## config.mk

```make
export PLATFORM = sky130hd
export DESIGN_NAME = gtech_piso_tx
export DESIGN_NICKNAME = d
export VERILOG_FILES = /design/src/rtl/gtech_piso_tx.sv
export SDC_FILE = /design/constraint.sdc
export NUM_CORES = 1
export LEC_CHECK = 0
export CAP_MARGIN = 10
export CORE_MARGIN = 2
export CORE_UTILIZATION = 44
export DETAILED_ROUTE_END_ITERATION = 8
export PLACE_DENSITY_LB_ADDON = 0.15
export SKIP_CTS_REPAIR_TIMING = 1
export SLEW_MARGIN = 20
export SYNTH_ARGS = -nofsm -noshare
export SYNTH_HDL_FRONTEND = slang
export SYNTH_SLANG_ARGS = --single-unit
```

## constraint.sdc

```tcl
create_clock -name CP -period 2 [get_ports CP]
set_clock_uncertainty 0.15 [all_clocks]
set_input_delay 0.6 -clock CP [delete_from_list [all_inputs] [get_ports CP]]
set_output_delay 0.6 -clock CP [all_outputs]
set_load 0.01 [all_outputs]
```

## src/rtl/gtech_piso_tx.sv

```systemverilog
// Parallel-in/serial-out transmitter with a one-word holding register, valid/ready
// handshakes on both the parallel load side and the serial beat side.
module gtech_piso_tx #(
  parameter int WIDTH     = 4,
  parameter bit LSB_FIRST = 1'b1
) (
  input  logic             CP,
  input  logic             CD,
  input  logic [WIDTH-1:0] D,
  input  logic             LOAD_V,
  output logic             LOAD_RDY,
  output logic             SO,
  output logic             SO_V,
  input  logic             SO_RDY,
  output logic             SO_LAST,
  output logic             BUSY
);

  localparam int CNT_W = $clog2(WIDTH);
  localparam logic [CNT_W-1:0] CNT_LAST = CNT_W'(WIDTH - 1);
  localparam logic [CNT_W-1:0] CNT_ZERO = {CNT_W{1'b0}};
  localparam logic [CNT_W-1:0] CNT_ONE  = CNT_W'(1);

  typedef enum logic {
    IDLE  = 1'b0,
    SHIFT = 1'b1
  } state_e;

  state_e           state_q, state_d;
  logic [WIDTH-1:0] shreg_q, shreg_d;
  logic [WIDTH-1:0] hold_q,  hold_d;
  logic             hd_full_q, hd_full_d;
  logic [CNT_W-1:0] cnt_q,   cnt_d;

  logic sh_full_s;
  logic load_xfer_s;
  logic beat_s;
  logic last_beat_s;

  // Move the shift register one place toward the output end, zero-filling the vacated bit.
  function automatic logic [WIDTH-1:0] shift_one(input logic [WIDTH-1:0] word);
    if (LSB_FIRST) begin
      return {1'b0, word[WIDTH-1:1]};
    end else begin
      return {word[WIDTH-2:0], 1'b0};
    end
  endfunction

  assign sh_full_s   = (state_q == SHIFT);
  assign load_xfer_s = LOAD_V & LOAD_RDY;
  assign beat_s      = sh_full_s & SO_RDY;
  assign last_beat_s = beat_s & (cnt_q == CNT_LAST);

  // Next-state logic: direct load when idle, hold register fill while shifting,
  // and seamless hand-over of the next word on the final beat.
  always_comb begin
    state_d   = state_q;
    shreg_d   = shreg_q;
    hold_d    = hold_q;
    hd_full_d = hd_full_q;
    cnt_d     = cnt_q;
    case (state_q)
      IDLE: begin
        if (load_xfer_s) begin
          shreg_d = D;
          cnt_d   = CNT_ZERO;
          state_d = SHIFT;
        end else begin
          state_d = IDLE;
        end
      end
      SHIFT: begin
        if (last_beat_s) begin
          cnt_d = CNT_ZERO;
          if (hd_full_q) begin
            shreg_d   = hold_q;
            hd_full_d = 1'b0;
          end else if (load_xfer_s) begin
            shreg_d = D;
          end else begin
            shreg_d = shift_one(shreg_q);
            state_d = IDLE;
          end
        end else if (beat_s) begin
          shreg_d = shift_one(shreg_q);
          cnt_d   = cnt_q + CNT_ONE;
        end else begin
          shreg_d = shreg_q;
        end
        // A load that is not consumed by the final beat parks in the holding register.
        if (load_xfer_s && !last_beat_s) begin
          hold_d    = D;
          hd_full_d = 1'b1;
        end else begin
          hold_d = hold_q;
        end
      end
      default: begin
        state_d = IDLE;
      end
    endcase
  end

  // State registers with synchronous reset.
  always_ff @(posedge CP) begin
    if (CD) begin
      state_q   <= IDLE;
      shreg_q   <= {WIDTH{1'b0}};
      hold_q    <= {WIDTH{1'b0}};
      hd_full_q <= 1'b0;
      cnt_q     <= CNT_ZERO;
    end else begin
      state_q   <= state_d;
      shreg_q   <= shreg_d;
      hold_q    <= hold_d;
      hd_full_q <= hd_full_d;
      cnt_q     <= cnt_d;
    end
  end

  assign SO       = LSB_FIRST ? shreg_q[0] : shreg_q[WIDTH-1];
  assign SO_V     = sh_full_s;
  assign SO_LAST  = sh_full_s & (cnt_q == CNT_LAST);
  assign LOAD_RDY = ~hd_full_q & ~CD;
  assign BUSY     = sh_full_s | hd_full_q;

endmodule
```

### Yosys cells after proc, flatten, opt, wreduce, memory -nomap -nowiden

Cells that the tools add are included.

* equal/unequal tests: 3
* add/sub/neg operators: 1
* bitwise logic cells: 9
* reductions and logical operators: 6
* multiplexer cells: 16

Operator list (count)
* 2-to-1 mux 4 bit: 5
* one-hot mux 4 bit (2 select lines): 1
* 2-to-1 mux 2 bit: 3
* AND reduction 2 bit: 3
* bitwise AND 1 bit: 5
* 2-to-1 mux 1 bit: 5
* one-hot mux 2 bit (2 select lines): 1
* inequality test 3 x 1 -> 1 bit, second input constant: 1
* NOT 1 bit: 3
* adder 2 x 1 -> 2 bit, second input constant: 1
* equality test 2 bit, second input constant: 1
* inequality test 2 bit, second input constant: 1
* one-hot mux 1 bit (2 select lines): 1
* nonzero test 2 bit: 1
* logical AND 1 bit: 1
* logical NOT 1 bit: 1
* bitwise OR 1 bit: 1

* output and inout bits: 5
* input bits: 8
* logic and storage cells: 40
* flip-flop bits (word level): 12

### Longest topological paths before layout

Gate-level depths: netlist of the first run.

* word-level depth: 7
* gate-level depth with buffers: 6
* depth with buffers taken out: 5

### Worst setup path before layout of the first run

OpenSTA, ideal clock, no wires.

* kind: input-to-reg
* from: input CD
* to: register shreg_q[3]
* stages on the path: 6
* data required time: 1747 ps
* arrival time: 1845 ps
* setup time: 103 ps
* path buffers: 2
* path slack: -98 ps
* cell sequence: buf_2 or3b_4 o21a_1 buf_6 nor2b_4 a2111oi_2

* word-level cells in the longest chain between the ends: 7
* elaborated cells between the ends (all ways): 9
* classes of those cells: eq/ne (1); mux (4); bitwise (3); reduce/logical (1)

Ends and longest elaborated chain
* from (decl): RTL line 8 `input logic CD,`
* NOT 1 bit: RTL line 124 `assign LOAD_RDY = ~hd_full_q & ~CD;`
* bitwise AND 1 bit: RTL line 124
* bitwise AND 1 bit: RTL line 50 `assign load_xfer_s = LOAD_V & LOAD_RDY;`
* 2-to-1 mux 4 bit: RTL line 78 `end else if (load_xfer_s) begin`
* 2-to-1 mux 4 bit: RTL line 75 `if (hd_full_q) begin`
* 2-to-1 mux 4 bit: RTL line 73 `if (last_beat_s) begin`
* one-hot mux 4 bit (2 select lines): RTL line 62 `case (state_q)`
* to (signal assigned): RTL line 108 `shreg_q <= {WIDTH{1'b0}};`
* to (signal assigned): RTL line 114 `shreg_q <= shreg_d;`
* to (decl): RTL line 30 `logic [WIDTH-1:0] shreg_q, shreg_d;`

Several ways; a longest one is shown, not always the timed one.
A chain may end at the register's enable or synchronous reset.

### Worst setup path in the final report of the first run

* from: register state_q, in the netlist SO_V
* to: output SO_V

RTL lines
* from (decl): RTL line 29 `state_e state_q, state_d;`
* from (signal assigned): RTL line 113 `state_q <= state_d;`
* to (decl): RTL line 13 `output logic SO_V,`

No word-level cell between the ends.

==> metrics.csv, run 1 <==
stage;metric;value;unit
placement;place_inst;110;
floorplanning;die_x;43.3;um
placement;placedInstanceArea;873;um^2
setup_path;cpLargestDelayFamily;buffers and inverters;
floorplanning;dieArea;0.00187;mm^2
placement;port-buffer-count;12;
detailed_routing;num_vias;651;
worst_hold_path;hold_class;flip-flop to flip-flop;
layout;layout.cells.non_filler;119;
timing;clock.fmax;516;MHz
logic_synthesis;ys_warn_count;0;
timing;min_period_over_period;0.970;
global_routing;grt_max_degree;17;
layout;fin_area;985;um^2
logic_synthesis;ys.flop_type;dfxtp_1;
clock_tree;cts_buffer_depth;2;
setup_path;critical_path_buf_inv_count;1;
layout;multi_input_area;414;um^2
global_routing;antenna_found_initial;0;
layout;layout-drive-gt1-share;0.291;
floorplanning;die_h;43.3;um
clock_tree;cts_sinks;12;
setup_path;required;1.25;ns
global_routing;grt_overflow;0;
floorplanning;start_util;0.461;
logic_synthesis;synth_nets;84;
clock_tree;tritoncts;built;
run_status;status;completed;
logic_synthesis;netlist_instances;75;
floorplanning;design.core.area;0.00147;mm^2
logic_synthesis;ys_top_cells_by_count;dfxtp_1, nor2_1, a21oi_1, nand2_1;
setup_path;startpoint_type;flip-flop;
setup_path;end_kind;output port;
global_routing;grt_pass1_vias;594;
timing;rsz0062_at_grt;no;
clock_tree;htree_levels;1;
floorplanning;num_rows;14;
clock_tree;numCtsBuffers;3;
timing;setup_slack;0.0609;ns
power_and_ir_drop;power_density;621;mW/mm^2
layout;diodes;0;
clock_tree;cts-root-buf;clkbuf_4;
placement;pre_cts_slack;-0.461;ns
logic_synthesis;synth_area;678;um^2
setup_path;path_cells;clkdlybuf4s50_1;
logic_synthesis;yosysMostFrequentCell;dfxtp_1;
logic_synthesis;synth-edff-count;0;
logic_synthesis;synthTopCellsByArea;dfxtp_1, mux2i_1, nor2_1, a21oi_1, nand2b_1;
logic_synthesis;ys_ff_latch;12;
global_routing;grtUsageTotal;0.198;
run;max-cap-violations;0;
setup_path;crit_arrival;1.19;ns
layout;syn2layout_area_growth;45.2;%
layout;fin_nets;113;
clock_tree;clock_latency;0.27;ns
logic_synthesis;synth_top_area_frac;0.354;
logic_synthesis;synth-async-reset-ratio;0;
timing;min_period;1.94;ns
worst_hold_path;min_from;shreg_q[2];
setup_path;worstSetupStartpoint;SO_V;
placement;dp.final_hpwl;1120;um
timing;setup_tns;0;ns
detailed_routing;drtPass1Iterations;4;
logic_synthesis;yosysTopAreaCell;dfxtp_1;
detailed_routing;ant_nets;0;
power_and_ir_drop;p_leak;0.479;nW
setup_path;reg2reg_from;cnt_q[0];
setup_path;path_class;flip-flop to output port;
detailed_routing;drtIter0Drc;13;
layout;n_fill_cell;134;
power_and_ir_drop;peakVddDrop;470;uV
timing;finalHoldViolCount;0;
floorplanning;io-pin-count;13;
logic_synthesis;syn_area_per_cell;9.04;um^2
timing;max-slew-margin-rel;0.797;
layout;seq_area;243;um^2
detailed_routing;drc_errors;0;
detailed_routing;wirelength;1640;um
placement;gp_congestion;0.766;
timing;setup_viol;0;
logic_synthesis;synth_cell_types;34;
setup_path;slowest_delay;0.54;ns
logic_synthesis;synth.yosys.seq_area_share;0.354;
detailed_routing;drt-wirelength-per-cell;13.8;um
setup_path;crit_slowest_cell;clkdlybuf4s50_1;
timing;tightest_slew;0.304;ns
detailed_routing;routed_via_density;5.47;
setup_path;path_max_fanout;5;
clock_tree;path_clk_slew;0.08;ns
global_routing;grt_pass1_wl;2750;um
timing;whs;0.337;ns
timing;final_max_slew_viol_count;0;
sequential cells by signal, summed over array words and instances (netlist names):
name and cells:
cnt_q 2, hold_q 4, hd_full_q 1, shreg_q 4, SO_V 1
cell usage in the layout (no fill, tap or decap), drive strengths merged, types with 2 or more instances in the layout:
cell type / instances
a2111oi: 2
a21oi: 5
a221o: 2
buf: 17
clkbuf: 4
clkdlybuf4s50: 7
dfxtp: 12
dlymetal6s2s: 5
inv: 2
mux2i: 4
nand2: 5
nand2b: 4
nand3b: 3
nor2: 7
nor2b: 3
o211ai: 2
o21a: 2
o31ai: 2
worst paths after layout:
path | to | slack, ns | depth (start not counted)
max reg2reg | shreg_q[2] | 0.25 | 6
min reg2reg | shreg_q[2] | 0.34 | 2
max | SO_V | 0.06 | 1
min | shreg_q[2] | 0.34 | 2
metrics by stage:
stage           util  total power [mW]
2_1_floorplan      -             0.347
3_3_place_gp   0.594             0.399
3_5_place_dp   0.594             0.402
4_1_cts        0.618             0.601
5_1_grt        0.669             0.643
6_report       0.669             0.612
layer usage:
layer,track usage,vias to the layer above,part of all wire
met5,0,-,0
met4,0.0909,0,0.013
met3,0.0255,2,0.034
met2,0.313,13,0.50
met1,0.266,302,0.46
li1,-,334,-
logic make-up after synthesis:
group,after synthesis,synth area share
AO/OA/AOI/OAI,22,0.249
adder cells (fa/ha/maj),1,0.0184
buffers and inverters,7,0.0627
flip-flops,12,0.354
multiplexers,4,0.0590
AND/OR/NAND/NOR,29,0.256
power by group:
group          switching [mW]  internal, mW  leakage [nW]
clock                  0.0887         0.111        0.0210
combinational          0.0638        0.0850         0.359
sequential             0.0110         0.252        0.0985
final cells by class:
| class | count | share of cell area |
|---|---|---|
| repair buffers | 29 | 0.268 |
| inverters | 2 | 0.00762 |
| flip-flops and latches | 12 | 0.247 |
| well taps | 16 | 0.0203 |
| clock buffers | 4 | 0.0368 |
| multi-input cells | 56 | 0.421 |
Note: power is estimated with default switching activity, not from simulation.
==> inputs of run 2 (changes only) <==
- GPL_ROUTABILITY_DRIVEN: default -> 0
- MAX_ROUTING_LAYER: default -> met4
==> run 2 against run 1 <==
  * Worst hold slack worse by 0.00076 ns
  * Final cell count did not move
  * Core utilization did not move
  * Via count shrank 1.5%
  * Clock power barely moved
  * Global-route usage rose by 0.53 points
==> metrics.csv, run 2 (same netlist as run 1, synthesis figures left out) <==
stage;metric;value;unit;change
clock_tree;cts_buffer_depth;2;;unchanged
layout;layout.cells.non_filler;119;;unchanged
setup_path;cpLargestDelayFamily;buffers and inverters;;
floorplanning;die_x;43.3;um;unchanged
timing;min_period_over_period;0.971;;+0.00129
worst_hold_path;hold_class;flip-flop to flip-flop;;
floorplanning;io-pin-count;13;;unchanged
layout;top_regs;hold_q (4), shreg_q (4), cnt_q (2);;
timing;setup_slack;0.0583;ns;-0.00258 ns
detailed_routing;num_vias;641;;-1.5%
run;max-cap-violations;0;;unchanged
timing;tightest_slew;0.317;ns;+0.0130 ns
global_routing;grt_pass1_vias;594;;unchanged
timing;clock.fmax;515;MHz;-0.13%
floorplanning;die_h;43.3;um;unchanged
power_and_ir_drop;peakVddDrop;471;uV;+0.15%
floorplanning;design.core.area;0.00147;mm^2;unchanged
clock_tree;numCtsBuffers;3;;unchanged
global_routing;grt_max_degree;17;;unchanged
setup_path;path_cells;clkdlybuf4s50_1;;
power_and_ir_drop;power_density;621;mW/mm^2;about the same
setup_path;slowest_delay;0.54;ns;about the same
detailed_routing;drtPass1Iterations;4;;unchanged
power_and_ir_drop;p_int;0.448;mW;about the same
detailed_routing;ant_nets;0;;unchanged
placement;place_inst;110;;unchanged
detailed_routing;drt-wirelength-per-cell;13.6;um;-0.85%
placement;dp.final_hpwl;1120;um;unchanged
power_and_ir_drop;p_sw;0.164;mW;about the same
placement;pre_cts_slack;-0.461;ns;unchanged
detailed_routing;drtIter0Drc;14;;+1
layout;layout_common_cells;buf_4, dfxtp_1, nor2_1, clkdlybuf4s50_1;;
timing;whs;0.337;ns;-0.000764 ns
power_and_ir_drop;pwr-share-clk;0.327;;about the same
setup_path;startpoint_type;flip-flop;;
clock_tree;tritoncts;built;;
power_and_ir_drop;swShare;0.268;;about the same
layout;fin_area;985;um^2;unchanged
layout;final_common_cell;buf_4;;
clock_tree;path_clk_slew;0.08;ns;about the same
layout;syn2layout_area_growth;45.2;%;unchanged
detailed_routing;routed_via_density;5.39;;-1.5%
global_routing;antenna_found_initial;0;;unchanged
clock_tree;cts-root-buf;clkbuf_4;;
power_and_ir_drop;pwr-share-comb;0.243;;about the same
layout;fin_nets;113;;unchanged
setup_path;required;1.25;ns;about the same
setup_path;crit_arrival;1.19;ns;about the same
power_and_ir_drop;p_leak;0.479;nW;unchanged
setup_path;critical_path_buf_inv_count;1;;unchanged
global_routing;grt_pass1_wl;2750;um;unchanged
setup_path;path_class;flip-flop to output port;;
floorplanning;num_rows;14;;unchanged
timing;max-slew-margin-rel;0.788;;-0.00869
setup_path;path_max_fanout;5;;unchanged
clock_tree;htree_levels;1;;unchanged
setup_path;end_kind;output port;;
power_and_ir_drop;p_seq_frac;0.431;;about the same
setup_path;crit_slowest_cell;clkdlybuf4s50_1;;
detailed_routing;drc_errors;0;;unchanged
layout;layout-drive-gt1-share;0.291;;unchanged
global_routing;grt_overflow;0;;unchanged
placement;port-buffer-count;12;;unchanged
layout;diodes;0;;unchanged
timing;min_period;1.94;ns;+0.00258 ns
timing;rsz0062_at_grt;no;;
timing;finalHoldViolCount;0;;unchanged
floorplanning;dieArea;0.00187;mm^2;unchanged
run_status;status;completed;;
clock_tree;cts_sinks;12;;unchanged
timing;final_max_slew_viol_count;0;;unchanged
clock_tree;clock_latency;0.28;ns;about the same
timing;setup_viol;0;;unchanged
global_routing;grtUsageTotal;0.204;;+0.00532
floorplanning;start_util;0.461;;unchanged
detailed_routing;wirelength;1620;um;-0.85%
placement;placedInstanceArea;873;um^2;unchanged
## run 2: cell counts in the layout (fill, tap and decap cells not counted)
Identical to the previous run, type by type.
## run 2: layout make-up
type	count	area, um^2
Timing Repair Buffer	29	264
Tap cell	16	20.0
Clock buffer	4	36.3
Multi-Input combinational cell	56	414
Sequential cell	12	243
Fill cell	134	487
Inverter	2	7.51
## run 2: layer usage
layer	part of all wire	vias up	GRT usage	wire length (um)
met3	0.027	2	0.0255	44
met1	0.48	297	0.266	780
met4	0.014	0	0.0909	22
met2	0.48	10	0.313	776
li1	-	332	-	-
met5	0	-	-	0
## run 2: metrics by stage
stage	total power, mW	utilization	setup TNS, ns
after floorplan	0.347	-	-0.0474
after global placement	0.399	0.594	-3.80
after detailed placement	0.402	0.594	-3.88
after CTS	0.601	0.618	-1.39
after global routing	0.643	0.669	0
final	0.612	0.669	0
## run 2: power by group through the flow
stage | sequential [mW] | clock [mW] | combinational, mW
6_report | 0.263 | 0.200 | 0.148
5_1_grt | 0.266 | 0.214 | 0.163
4_1_cts | 0.263 | 0.204 | 0.135
3_3_place_gp | 0.267 | 0 | 0.132
2_1_floorplan | 0.267 | 0 | 0.0795
3_5_place_dp | 0.268 | 0 | 0.134
## run 2: worst paths after layout
kind | cells past startpoint | start | slack (ns) | endpoint
hold / removal | 2 | shreg_q[2] | 0.34 | shreg_q[2]
hold reg to reg | 2 | shreg_q[2] | 0.34 | shreg_q[2]
setup reg to reg | 6 | cnt_q[0] | 0.27 | shreg_q[2]
setup / recovery | 1 | SO_V | 0.06 | SO_V
==> inputs of run 3 (changes only) <==
- CORE_UTILIZATION: 44 -> 47
- CTS_BUF_LIST: default -> sky130_fd_sc_hd__clkbuf_4 sky130_fd_sc_hd__clkbuf_8
- SKIP_LAST_GASP: default -> 1
==> run 3 against run 2 <==
  * Final cell count down 3.4%
  * Power down 1.3%
  * Sequential share of layout area up 0.51 points
  * Via count up 0.31%
  * Critical path type unchanged
  * Critical endpoint unchanged
  * Highest routed layer unchanged
==> metrics.csv, run 3 (same netlist as run 1, synthesis figures left out) <==
stage;metric;value;unit;change
detailed_routing;ant_nets;0;;unchanged
layout;top_regs;hold_q (4), shreg_q (4), cnt_q (2);;
worst_hold_path;hold_depth;2;;unchanged
detailed_routing;drc_errors;0;;unchanged
setup_path;cpLargestDelayFamily;buffers and inverters;;
layout;fin_nets;110;;-2.7%
clock_tree;numCtsBuffers;3;;unchanged
setup_path;path_cells;clkdlybuf4s50_1;;
setup_path;crit_slowest_cell;clkdlybuf4s50_1;;
setup_path;path_max_fanout;5;;unchanged
setup_path;end_kind;output port;;
power_and_ir_drop;power_density;629;mW/mm^2;+1.3%
layout;n_fill_cell;99;;-26%
timing;setup_slack;0.0624;ns;+0.00406 ns
worst_hold_path;hold_class;flip-flop to flip-flop;;
detailed_routing;num_vias;643;;+0.31%
timing;setup_viol;0;;unchanged
setup_path;startpoint_type;flip-flop;;
timing;finalHoldViolCount;0;;unchanged
placement;dp.final_hpwl;1260;um;+13%
setup_path;ff2ff_setup_slack;0.24;ns;-0.03 ns
global_routing;grt_pass1_vias;646;;+8.8%
power_and_ir_drop;p_leak;0.463;nW;-3.3%
clock_tree;tritoncts;built;;
setup_path;required;1.25;ns;about the same
timing;min_period;1.94;ns;-0.00406 ns
global_routing;grt_overflow;0;;unchanged
setup_path;path_class;flip-flop to output port;;
clock_tree;clock_latency;0.27;ns;about the same
layout;fin_area;960;um^2;-2.5%
clock_tree;path_clk_slew;0.08;ns;about the same
global_routing;grt_max_degree;13;;-4
placement;port-buffer-count;12;;unchanged
detailed_routing;drtIter0Drc;22;;+8
floorplanning;io-pin-count;13;;unchanged
timing;clock.fmax;516;MHz;+0.21%
layout;layout-drive-gt1-share;0.270;;-0.0213
clock_tree;cts_buffer_depth;2;;unchanged
layout;final_common_cell;buf_4;;
timing;whs;0.338;ns;+0.000919 ns
power_and_ir_drop;total_power;0.604;mW;-1.3%
placement;pre_cts_slack;-0.452;ns;+0.00918 ns
global_routing;grt_pass1_wl;2770;um;+0.73%
setup_path;critical_path_buf_inv_count;1;;unchanged
setup_path;slowest_delay;0.54;ns;about the same
detailed_routing;drtPass1Iterations;4;;unchanged
setup_path;reg2reg_depth;6;;unchanged
setup_path;timing.rr.end;shreg_q[2];;
timing;setup_tns;0;ns;unchanged
detailed_routing;routed_via_density;5.59;;+3.8%
setup_path;crit_arrival;1.19;ns;about the same
timing;min_period_over_period;0.969;;-0.00203
timing;final_max_slew_viol_count;0;;unchanged
power_and_ir_drop;peakVddDrop;486;uV;+3.1%
setup_path;cp.depth;1;;unchanged
layout;layout_common_cells;buf_4, dfxtp_1, nor2_1, clkdlybuf4s50_1;;
placement;place_inst;111;;+0.91%
run_status;status;completed;;
clock_tree;cts_sinks;12;;unchanged
detailed_routing;drt-wirelength-per-cell;14.1;um;+3.5%
clock_tree;cts-root-buf;clkbuf_4;;
layout;diodes;0;;unchanged
setup_path;worstSetupStartpoint;SO_V;;
floorplanning;design.core.area;0.00132;mm^2;-10%
timing;tightest_slew;0.310;ns;-0.00727 ns
floorplanning;dieArea;0.00176;mm^2;-5.8%
setup_path;reg2reg_from;cnt_q[0];;
global_routing;antenna_found_initial;0;;unchanged
layout;fin_util;0.728;;+0.0592
floorplanning;num_rows;13;;-1
placement;placedInstanceArea;887;um^2;+1.6%
floorplanning;die_x;42.0;um;-2.9%
global_routing;grtUsageTotal;0.221;;+0.0171
detailed_routing;wirelength;1630;um;about the same
run;max-cap-violations;0;;unchanged
setup_path;endpoint;SO_V;;
layout;layout.cells.non_filler;115;;-3.4%
layout;syn2layout_area_growth;41.5;%;
timing;max-slew-margin-rel;0.793;;+0.00486
clock_tree;htree_levels;1;;unchanged
floorplanning;die_h;42.0;um;-2.9%
floorplanning;start_util;0.515;;+0.0538
==> run 3: cell type report <==
type / count / area [um^2] / area share
multi-input cells: 56 / 418 / 0.435
flip-flops and latches: 12 / 241 / 0.252
repair buffers: 26 / 238 / 0.248
clock buffers: 4 / 36.3 / 0.0378
well taps: 15 / 18.8 / 0.0196
inverters: 2 / 7.51 / 0.00782
==> run 3: power by group <==
group,total [mW],internal [mW],leakage [nW],switching (mW)
Sequential,0.263,0.252,0.0981,0.0109
Clock,0.196,0.111,0.0210,0.0857
Combinational,0.145,0.0810,0.344,0.0636
Total,0.604,0.444,0.463,0.160
==> run 3: worst min path at each step <==
| stage | start | end |
|---|---|---|
| floorplan | shreg_q[2] | shreg_q[2] |
| global placement | shreg_q[2] | shreg_q[2] |
| detailed placement | shreg_q[2] | shreg_q[2] |
| CTS | shreg_q[2] | shreg_q[2] |
| global route | shreg_q[2] | shreg_q[2] |
| finish | shreg_q[0] | shreg_q[0] |
==> run 3: metal layers <==
| metal | wire length [um] | GRT usage | vias to the layer above |
|---|---|---|---|
| met4 | 66 | 0.168 | 0 |
| li1 | - | - | 331 |
| met1 | 747 | 0.251 | 289 |
| met5 | 0 | - | - |
| met2 | 765 | 0.344 | 15 |
| met3 | 46 | 0.0388 | 8 |
